<file path="config.mk">
export PLATFORM = sky130hd
export DESIGN_NAME = sprite_palette_engine
export DESIGN_NICKNAME = d
export VERILOG_FILES = /design/src/rtl/sprite_palette_engine.sv
export SDC_FILE = /design/constraint.sdc
export NUM_CORES = 1
export LEC_CHECK = 0
export ABC_AREA = 1
export BUFFER_PORTS_ARGS = -buffer_cell sky130_fd_sc_hd__buf_4
export CAP_MARGIN = 25
export CORE_ASPECT_RATIO = 1.25
export CORE_MARGIN = 2
export CORE_UTILIZATION = 50
export CTS_CLUSTER_DIAMETER = 50
export DETAILED_ROUTE_END_ITERATION = 12
export PLACE_DENSITY = 0.66
export SLEW_MARGIN = 20
export SYNTH_ARGS = -nofsm -noshare
export SYNTH_HDL_FRONTEND = slang
export SYNTH_SLANG_ARGS = --single-unit
</file>
<file path="constraint.sdc">
create_clock -name Clk -period 6.2 [get_ports Clk]
set_input_delay 1.24 -clock Clk [delete_from_list [all_inputs] [get_ports Clk]]
set_output_delay 1.24 -clock Clk [all_outputs]
set_load 0.02 [all_outputs]
</file>
<file path="src/rtl/sprite_palette_engine.sv">
// -----------------------------------------------------------------------------
// sprite_palette_engine
// Multi-palette colour lookup for sprite/background pixels. One RAM holds
// NUM_PAL palettes of 2**INDEX_W entries, each a 12-bit {R,G,B} 4:4:4 colour.
// Pixels go through a fixed 2-cycle read pipeline. The output colour is scaled
// by a frame-stepped brightness level (fade in / fade out) or forced to white
// during a flash. A transparency flag marks the chroma-key index.
//
// Ports
//   Clk, Reset_n         clock (rising edge) and asynchronous active-low reset
//   pix_valid            index / pal_sel valid this cycle
//   index, pal_sel       pixel colour index and palette select
//   rgb_valid            red/green/blue/transparent valid (2 cycles after pix_valid)
//   red, green, blue     output colour after fade / flash
//   transparent          pixel index == TRANSP_INDEX
//   wr_en, wr_addr,      palette RAM write port, address = {palette, index},
//   wr_data              data = {R,G,B}
//   frame_tick           one-cycle pulse per frame, steps the fade engine
//   fade_cmd             00 none, 01 fade out, 10 fade in, 11 flash
//   fade_busy            fade engine not idle
//   level                current brightness 0..16 (16 = unity)
// -----------------------------------------------------------------------------
module sprite_palette_engine #(
    parameter int    NUM_PAL      = 4,
    parameter int    INDEX_W      = 4,
    parameter int    TRANSP_INDEX = 15,
    parameter int    FADE_STEP    = 1,
    parameter int    FLASH_FRAMES = 8,
    parameter string INIT_FILE    = "",
    localparam int   PAL_W        = (NUM_PAL > 1) ? $clog2(NUM_PAL) : 1
) (
    input  logic                     Clk,
    input  logic                     Reset_n,
    // pixel in
    input  logic                     pix_valid,
    input  logic [INDEX_W-1:0]       index,
    input  logic [PAL_W-1:0]         pal_sel,
    // pixel out
    output logic                     rgb_valid,
    output logic [3:0]               red,
    output logic [3:0]               green,
    output logic [3:0]               blue,
    output logic                     transparent,
    // palette RAM write port
    input  logic                     wr_en,
    input  logic [PAL_W+INDEX_W-1:0] wr_addr,
    input  logic [11:0]              wr_data,
    // fade / flash engine
    input  logic                     frame_tick,
    input  logic [1:0]               fade_cmd,
    output logic                     fade_busy,
    output logic [4:0]               level
);

    // A single palette needs no select bit in the RAM address.
    localparam int ADDR_W = $clog2(NUM_PAL) + INDEX_W;
    localparam int DEPTH  = NUM_PAL << INDEX_W;
    localparam int CNT_W  = (FLASH_FRAMES > 1) ? $clog2(FLASH_FRAMES) : 1;

    typedef enum logic [1:0] {
        IDLE     = 2'd0,
        FADE_OUT = 2'd1,
        FADE_IN  = 2'd2,
        FLASH    = 2'd3
    } state_t;

    // ------------------------------------------------------------------
    // Palette RAM (synchronous, read-first)
    // ------------------------------------------------------------------
    logic [11:0]       mem [DEPTH];
    logic [11:0]       rd_data;
    logic [ADDR_W-1:0] rd_addr;
    logic [ADDR_W-1:0] wa;

    assign rd_addr = ADDR_W'({pal_sel, index});
    assign wa      = ADDR_W'(wr_addr);

    // NOTE: the RAM and its read register have no reset, so they map onto
    // block RAM; rd_data is only consumed when the matching valid is set.
    // NOTE: non-blocking assignments make the read see the pre-write contents
    // when the same address is written and read on one edge (read-first).
    always_ff @(posedge Clk) begin
        if (wr_en) begin
            mem[wa] <= wr_data;
        end
        rd_data <= mem[rd_addr];
    end

    // ------------------------------------------------------------------
    // Fade / flash engine
    // ------------------------------------------------------------------
    state_t           state, state_n;
    logic [4:0]       level_n;
    logic [CNT_W-1:0] flash_cnt, flash_cnt_n;
    logic [5:0]       level_dn, level_up;

    // 6-bit arithmetic so level + FADE_STEP (up to 32) cannot wrap.
    assign level_dn = ({1'b0, level} > 6'(FADE_STEP)) ? ({1'b0, level} - 6'(FADE_STEP)) : 6'd0;
    assign level_up = ({1'b0, level} + 6'(FADE_STEP) > 6'd16) ? 6'd16
                                                              : ({1'b0, level} + 6'(FADE_STEP));

    always_ff @(posedge Clk or negedge Reset_n) begin
        if (!Reset_n) begin
            state     <= IDLE;
            level     <= 5'd16;
            flash_cnt <= '0;
        end else begin
            state     <= state_n;
            level     <= level_n;
            flash_cnt <= flash_cnt_n;
        end
    end

    // NOTE: every output of this block gets a default first, so no path
    // through the case leaves a signal unassigned and no latch is inferred.
    always_comb begin
        state_n     = state;
        level_n     = level;
        flash_cnt_n = flash_cnt;
        unique case (state)
            IDLE: begin
                // A frame_tick in the command cycle is deliberately not applied.
                unique case (fade_cmd)
                    2'b01:   state_n = FADE_OUT;
                    2'b10:   state_n = FADE_IN;
                    2'b11: begin
                        state_n     = FLASH;
                        flash_cnt_n = '0;
                    end
                    default: state_n = IDLE;
                endcase
            end
            FADE_OUT: begin
                if (level == 5'd0) begin
                    state_n = IDLE;
                end else if (frame_tick) begin
                    level_n = level_dn[4:0];
                    if (level_dn == 6'd0) state_n = IDLE;
                end
            end
            FADE_IN: begin
                if (level == 5'd16) begin
                    state_n = IDLE;
                end else if (frame_tick) begin
                    level_n = level_up[4:0];
                    if (level_up == 6'd16) state_n = IDLE;
                end
            end
            FLASH: begin
                if (frame_tick) begin
                    if (flash_cnt == CNT_W'(FLASH_FRAMES - 1)) begin
                        state_n = IDLE;
                    end else begin
                        flash_cnt_n = flash_cnt + 1'b1;
                    end
                end
            end
            default: state_n = IDLE;
        endcase
    end

    assign fade_busy = (state != IDLE);

    // ------------------------------------------------------------------
    // Pixel pipeline
    // ------------------------------------------------------------------
    logic s1_valid;
    logic s1_transp;

    // (c * level) >> 4; the product never exceeds 8 bits since level <= 16.
    function automatic logic [3:0] scale(input logic [3:0] c, input logic [4:0] lv);
        logic [8:0] p;
        p = {5'd0, c} * {4'd0, lv};
        return p[7:4];
    endfunction

    always_ff @(posedge Clk or negedge Reset_n) begin
        if (!Reset_n) begin
            s1_valid    <= 1'b0;
            s1_transp   <= 1'b0;
            rgb_valid   <= 1'b0;
            red         <= 4'd0;
            green       <= 4'd0;
            blue        <= 4'd0;
            transparent <= 1'b0;
        end else begin
            s1_valid  <= pix_valid;
            s1_transp <= (index == INDEX_W'(TRANSP_INDEX));
            rgb_valid <= s1_valid;
            // Outputs hold their last pixel while no new one arrives.
            if (s1_valid) begin
                transparent <= s1_transp;
                if (state == FLASH) begin
                    red   <= 4'hF;
                    green <= 4'hF;
                    blue  <= 4'hF;
                end else begin
                    red   <= scale(rd_data[11:8], level);
                    green <= scale(rd_data[7:4],  level);
                    blue  <= scale(rd_data[3:0],  level);
                end
            end
        end
    end

endmodule

</file>
==> metrics.md, run 1 <==
| Metric | Value |
|---|---|
| Final design utilization | `0.558` |
| Maximum level of the CTS H-tree | `3` |
| Estimated wirelength of the detail-placed design | `48100 µm` |
| Post-route clock skew | `0.0201 ns` |
| Worst-case hold path end point | `transparent$_DFFE_PN0P_` |
| Crit Reg-Reg Startpoint | `level[1]$_DFFE_PN0P_` |
| Cell leakage power | `13.5 nW` |
| Instance area at placement | `35300 µm²` |
| Clock edge transition at the registers on the reported setup and hold paths | `0.06 ns` |
| GR met2 Demand/Resource | `0.389` |
| Gate count after technology mapping | `2975` |
| Sequential cell area fraction in the yosys report | `0.698` |
| Maximum root-to-sink buffer count | `3` |
| Relative slew margins | `0.331` |
| Overall via count from detail_route | `22500` |
| Register bit total from synthesis | `806` |
| Area of combinational cells with multiple inputs | `8910 µm²` |
| Via count of the first global-routing pass | `21900` |
| Number of max-cap violations | `0` |
| Tcrit/Tclk final | `0.532` |
| Worst path arrival time | `3.86 ns` |
| Library cell occupying the most area in the post-synthesis netlist | `sky130_fd_sc_hd__edfxtp_1` |
| Worst Slack Setup Final | `2.90 ns` |
| Number of cells after detailed placement | `3784` |
| Buffers on Ports | `50` |
| Worst r2r dst | `green[3]$_DFFE_PN0P_` |
| Min Hold Slack | `0.454 ns` |
| FF/Latch Area | `24000 µm²` |
| GP Congestion | `0.828` |
| Wire length of the first global-routing pass | `129000 µm` |
| Die span in x | `238 µm` |
| Unrepaired setup endpoints after global routing | `no` |
| Count of placed standard cells in the final layout, fillers left out | `3940` |
| Number of instances on the worst hold path | `2` |
| Total Negative Setup Slacks | `0 ns` |
| Final instance area | `37900 µm²` |
| DRT Wirelength | `84100 µm` |
| Number of antenna violations at the first check in global routing | `2` |
| Kind of launch point of the worst setup path | `input port` |
| Setup Slack @ Placement | `2.20 ns` |
| Met1 track demand over resource in global routing | `0.328` |
| Global router's overall resource usage | `0.238` |
| Highest clock frequency the design can meet | `303 MHz` |
| Layout Nets | `3084` |
| Synth unique cells | `34` |
| Most frequent cell after synthesis | `sky130_fd_sc_hd__edfxtp_1` |
| Top Usage Layer GRT | `met2` |
| Most used flip-flop cell after synthesis | `sky130_fd_sc_hd__edfxtp_1` |
| Worst path required time | `6.76 ns` |
| Number of buffers inserted by post-CTS setup repair | `0` |
| Share of Yosys cell area claimed by the top area cell type | `0.672` |
| Number of antenna diodes | `0` |
| Detailed router's first-iteration violation count | `2732` |
| CTS-repair resized insts | `0` |
| Category of the worst setup path capture point | `flop` |
| Quantity of hold-fixing buffers added after cts | `0` |
| Cts bufs inserted | `81` |
| Total power per unit cell area | `330 nW/µm²` |
| Initial core utilization | `0.504` |
| Met3 track demand over resource in global routing | `0.0374` |
| Number of nets with antenna violations after detailed routing | `0` |
| Slew at the pin with the worst max-slew slack | `1.00 ns` |
| DIE AREA | `70700 µm²` |
| Class of the tightest hold or removal check | `reg2reg` |
| Number of setup violations in the final report | `0` |
| Cell row count | `107` |
| Post-synth design cell area | `34300 µm²` |
| Post-synth ARST share | `0.0323` |
| Placeable core area | `68000 µm²` |
| Clk sink count | `806` |
| Crit path max fanout | `155` |
| Global-route congestion overflow total | `0` |
| I/O Pins | `51` |
| Maximum number of pins on one net before global-route repair | `204` |
| Pwr Total | `12.5 mW` |
| Mean number of vias per cell | `5.71` |
| Die H | `297 µm` |
| Worst R2R Setup Slack | `2.99 ns` |
| Crit Path Category | `in2reg` |
| Hold Fails Final Rpt | `0` |
| Clock root buffer | `sky130_fd_sc_hd__clkbuf_16` |
| Avg Inst Size Synth | `11.5 µm²` |
| Status | `complete, no violations` |
| Min-Delay Startpoint | `s1_transp$_DFF_PN0_` |
| Number of cells traversed by the worst register-to-register path | `12` |
| Routed wire length per instance | `21.3 µm` |
| Clock latency at the later pin of the worst-skew pair | `0.64 ns` |
| Synthesized net count | `3054` |
| Clock tree from TritonCTS | `done` |
| Largest cells by area after synthesis | `sky130_fd_sc_hd__edfxtp_1, sky130_fd_sc_hd__nor2_1, sky130_fd_sc_hd__o21ai_0` |
| Count of flip-flops with a built-in enable after synthesis | `768` |
| Final Critical Period | `3.30 ns` |
| Commonest cells post-synth | `sky130_fd_sc_hd__edfxtp_1, sky130_fd_sc_hd__nor2_1, sky130_fd_sc_hd__nand2_1, sky130_fd_sc_hd__o21ai_0, sky130_fd_sc_hd__nand3_1` |
| Synthesis-to-layout area growth | `10.6%` |
| Count of fill cells added during filler insertion | `5515` |
| Ratio of cells with drive above 1 in the final layout | `0.0909` |
| DRC violation count after routing | `0` |
| Worst voltage drop across the vdd grid | `190 µV` |
| Pre-antenna DRT Iters | `6` |
| Slew Limit Fails | `0` |
| Yosys Warn Count | `0` |
==> routing by layer <==
layer	wire length, µm	vias to the layer above
met4	2370	4
met3	6200	136
met5	27	-
met2	40600	913
li1	-	10500
met1	34800	11000
==> final cells by class <==
type,instances,area share
inverter,138,0.0139
timing repair buffer,116,0.0244
multi-input combinational,1862,0.235
sequential,806,0.632
clock inverter,42,0.00960
clock buffer,104,0.0568
tap,872,0.0288
==> logic make-up after synthesis <==
group,after synthesis,share of synthesized area
compound gates,551,0.0883
flops,806,0.698
simple gates,1256,0.148
fa+ha+maj,48,0.0208
mux,1,0.000292
xor+xnor,6,0.00153
buf+inv,307,0.0430
==> sequential cells by signal, summed over array words and instances, names as in the netlist <==
register and flops:
transparent 1, s1_transp 1, green 4, state 2, rd_data 12, s1_valid 1
rgb_valid 1, level 5, red 4, mem 768, flash_cnt 3, blue 4
==> placed cells by master (no fill, tap or decap), drive strengths merged <==
cell      instances
a31oi             6
fa               15
clkinv           29
dfxtp            12
inv             143
a21o              3
edfxtp          768
o22ai             2
nand3           179
nor3              4
clkbuf          104
nand4            13
bufinv            4
a32oi             1
nand2           389
o211ai           97
ha               33
buf             116
o21ai           383
dfrtp            25
xor2              3
clkinvlp          4
dfstp             1
mux2i             1
xnor2             3
nor2            637
a21oi            59
or2              34
==> report_power, final <==
| group | leakage [nW] | internal [mW] | total, mW | switching, mW |
|---|---|---|---|---|
| logic | 4.98 | 0.533 | 1.62 | 1.09 |
| registers | 7.33 | 6.08 | 6.22 | 0.141 |
| clock network | 1.22 | 2.65 | 4.69 | 2.05 |
==> how the worst max path moves through the flow <==
stage	depth (start not counted)	to	startpoint
4_1_cts	11	rd_data[7]$_DFF_P_	index[0]
6_report	11	rd_data[7]$_DFF_P_	index[0]
3_3_place_gp	9	rd_data[7]$_DFF_P_	index[0]
2_1_floorplan	14	red[3]$_DFFE_PN0P_	level[2]$_DFFE_PN0P_
3_5_place_dp	11	rd_data[7]$_DFF_P_	index[0]
5_1_grt	9	rd_data[7]$_DFF_P_	index[0]
==> critical path, stage by stage <==
cell	delay [ns]
sky130_fd_sc_hd__buf_8	0.25
sky130_fd_sc_hd__inv_8	0.69
sky130_fd_sc_hd__buf_4	0.66
sky130_fd_sc_hd__nor2_1	0.08
sky130_fd_sc_hd__o21ai_0	0.18
sky130_fd_sc_hd__nand2_1	0.07
sky130_fd_sc_hd__nand2_1	0.07
sky130_fd_sc_hd__nor2_1	0.08
sky130_fd_sc_hd__nand2_1	0.07
sky130_fd_sc_hd__nand3_1	0.23
sky130_fd_sc_hd__nand2_1	0.13
Note: power is estimated with default switching activity, not from simulation.
==> run 2, diff against run 1 <==
PLACE_DENSITY = 0.68   (was 0.66)
clock period = 2.8 ns   (was 6.2 ns; I/O delays follow)
==> run 2 against run 1 <==
Against the previous run: first-iteration DRC count shrank 10%; sequential power grew 120%; clock power grew 130%; cell count grew 2.1%; global-route usage grew 1.3 points; worst setup slack lost 2.8 ns; combinational power grew to 2.6 times the previous value; total power grew 130%; via count grew 3.4%; largest power group unchanged; highest routed layer is now met4.
==> metrics.md, run 2 (synthesis results as in run 1) <==
| Metric | Value |
|---|---|
| Leading cell type in the layout, fill and taps excluded | `sky130_fd_sc_hd__edfxtp_1` |
| Cell leakage power | `14.0 nW` |
| Final Critical Period | `2.73 ns` |
| Crit Path Category | `reg2reg` |
| Number of antenna diodes | `0` |
| Status | `complete, no violations` |
| Highest clock frequency the design can meet | `367 MHz` |
| Synthesis-to-layout area growth | `13.3%` |
| Cts bufs inserted | `80` |
| Routed wire length per instance | `22.0 µm` |
| Placeable core area | `68000 µm²` |
| Number of instances on the worst hold path | `1` |
| Wire length of the first global-routing pass | `135000 µm` |
| Maximum number of pins on one net before global-route repair | `77` |
| Die span in x | `238 µm` |
| Min-Delay Startpoint | `pix_valid` |
| Number of nets with antenna violations after detailed routing | `0` |
| Slowest library cell on the worst path | `sky130_fd_sc_hd__fa_1` |
| Crit path max fanout | `7` |
| Worst r2r dst | `green[3]$_DFFE_PN0P_` |
| Global router's overall resource usage | `0.251` |
| DRT Wirelength | `88600 µm` |
| Relative slew margins | `0.351` |
| Clock root buffer | `sky130_fd_sc_hd__clkbuf_16` |
| Maximum root-to-sink buffer count | `3` |
| Initial core utilization | `0.504` |
| Number of antenna violations at the first check in global routing | `0` |
| Ratio of cells with drive above 1 in the final layout | `0.121` |
| Worst path required time | `3.32 ns` |
| Category of the worst setup path capture point | `flop` |
| Total power per unit cell area | `733 nW/µm²` |
| I/O Pins | `51` |
| DIE AREA | `70700 µm²` |
| Number of max-cap violations | `0` |
| Number of setup violations in the final report | `0` |
| Clock edge transition at the registers on the reported setup and hold paths | `0.06 ns` |
| Count of placed standard cells in the final layout, fillers left out | `4021` |
| Commonest cells after routing, fill and taps aside | `sky130_fd_sc_hd__edfxtp_1, sky130_fd_sc_hd__nor2_1, sky130_fd_sc_hd__nand2_1` |
| Slew at the pin with the worst max-slew slack | `0.973 ns` |
| Class of the tightest hold or removal check | `in2reg` |
| Worst voltage drop across the vdd grid | `484 µV` |
| Number of cells traversed by the worst register-to-register path | `14` |
| Worst-case hold path end point | `s1_valid$_DFF_PN0_` |
| Cell row count | `107` |
| Mean number of vias per cell | `5.79` |
| Ordered cell list for the critical path | `nand2_2 > inv_1 > fa_1 > inv_1 > fa_1 > inv_2 > ha_4 > nand2_1 > nor3_1 > nand2_1 > nand3_1 > nand2_1 > o21ai_1 > inv_1` |
| Slowest cell delay on critical path | `0.53 ns` |
| Slew Limit Fails | `0` |
| Number of cells after detailed placement | `3862` |
| GP Congestion | `0.901` |
| Tcrit/Tclk final | `0.973` |
| Crit Reg-Reg Startpoint | `level[3]$_DFFE_PN0P_` |
| Flip-flop count of the largest register, all copies and words added | `768` |
| Worst path arrival time | `3.24 ns` |
| Post-route clock skew | `0.0377 ns` |
| DRC violation count after routing | `0` |
| Clock latency at the later pin of the worst-skew pair | `0.65 ns` |
| Maximum level of the CTS H-tree | `3` |
| Total Negative Setup Slacks | `0 ns` |
| Global-route congestion overflow total | `0` |
| Clk sink count | `806` |
| Layout Nets | `3160` |
| Pre-antenna DRT Iters | `6` |
| Die H | `297 µm` |
| Kind of launch point of the worst setup path | `flop` |
| Via count of the first global-routing pass | `22700` |
| Register with the most flip-flops | `mem` |
| Buffers on Ports | `50` |
| Hold Fails Final Rpt | `0` |
| Clock tree from TritonCTS | `done` |
| Overall via count from detail_route | `23300` |
| Unrepaired setup endpoints after global routing | `yes` |
| Worst R2R Setup Slack | `0.07 ns` |
| Estimated wirelength of the detail-placed design | `52300 µm` |
| Top Registers | `mem: 768 flops, rd_data: 12 flops, level: 5 flops` |
| Min Hold Slack | `0.0388 ns` |
| Detailed router's first-iteration violation count | `2455` |
## run 2: cell count changes in the layout (fill, tap and decap cells not counted), sizes merged
cell / delta
buf: +76
clkbuf: -3
inv: +3
clkinvlp: -1
clkinv: +5
dlygate4sd3: +1
## run 2: worst max-delay path by stage
stage	start	end	slack [ns]
finish	level[3]$_DFFE_PN0P_	green[3]$_DFFE_PN0P_	0.07
global route	level[3]$_DFFE_PN0P_	green[3]$_DFFE_PN0P_	-0.08
CTS	level[3]$_DFFE_PN0P_	green[3]$_DFFE_PN0P_	0.002
detailed placement	level[3]$_DFFE_PN0P_	green[3]$_DFFE_PN0P_	0.02
global placement	level[3]$_DFFE_PN0P_	green[3]$_DFFE_PN0P_	0.05
floorplan	level[3]$_DFFE_PN0P_	red[3]$_DFFE_PN0P_	0.006
## run 2: repair_timing
action / in CTS / in global routing
hold buffers: 1 / 0
setup buffers: 0 / 8
gates resized for setup: 0 / 27
endpoints found under the setup margin: 0 / 9
endpoints found under the hold margin: 25 / 0
## run 2: final cells by class
type / count / area (µm²)
Multi-Input combinational cell: 1862 / 8980
Clock buffer: 101 / 2140
Tap cell: 872 / 1090
Timing Repair Buffer: 193 / 1730
Sequential cell: 806 / 24000
Inverter: 138 / 527
Clock inverter: 49 / 429
Fill cell: 5519 / 29100
## run 2: routing by layer
layer | global-route usage | vias up | wire length, µm
met3 | 0.0387 | 177 | 6960
li1 | - | 10600 | -
met1 | 0.348 | 11500 | 35900
met4 | 0.0972 | 0 | 3250
met5 | 0 | - | 0
met2 | 0.403 | 981 | 42500
## run 2: critical path, delay by kind of cell, from the launching register on
kind,cells,cell delay (ns)
adders and majority gates,3,1.31
and+or+nand+nor,6,0.50
DFF,1,0.47
buffers and inverters,4,0.19
AOI/OAI and AO/OA,1,0.13
## run 2: power by group
part | switching (mW) | total (mW) | internal [mW]
registers | 0.230 | 13.7 | 13.5
clock network | 4.66 | 10.6 | 5.89
logic | 2.73 | 4.23 | 1.50
total | 7.63 | 28.5 | 20.8
## run 2: per-stage QoR
| step | setup slack (ns) | power (mW) | util | cell area (µm²) |
|---|---|---|---|---|
| CTS | 0.00207 | 28.3 | 0.569 | 38700 |
| global route | -0.0786 | 29.5 | 0.571 | 38900 |
| floorplan | 0.00595 | 16.5 | - | 34400 |
| finish | 0.0743 | 28.5 | 0.571 | 38900 |
| global placement | 0.0475 | 17.7 | 0.531 | 36100 |
| detailed placement | 0.0237 | 17.9 | 0.531 | 36100 |
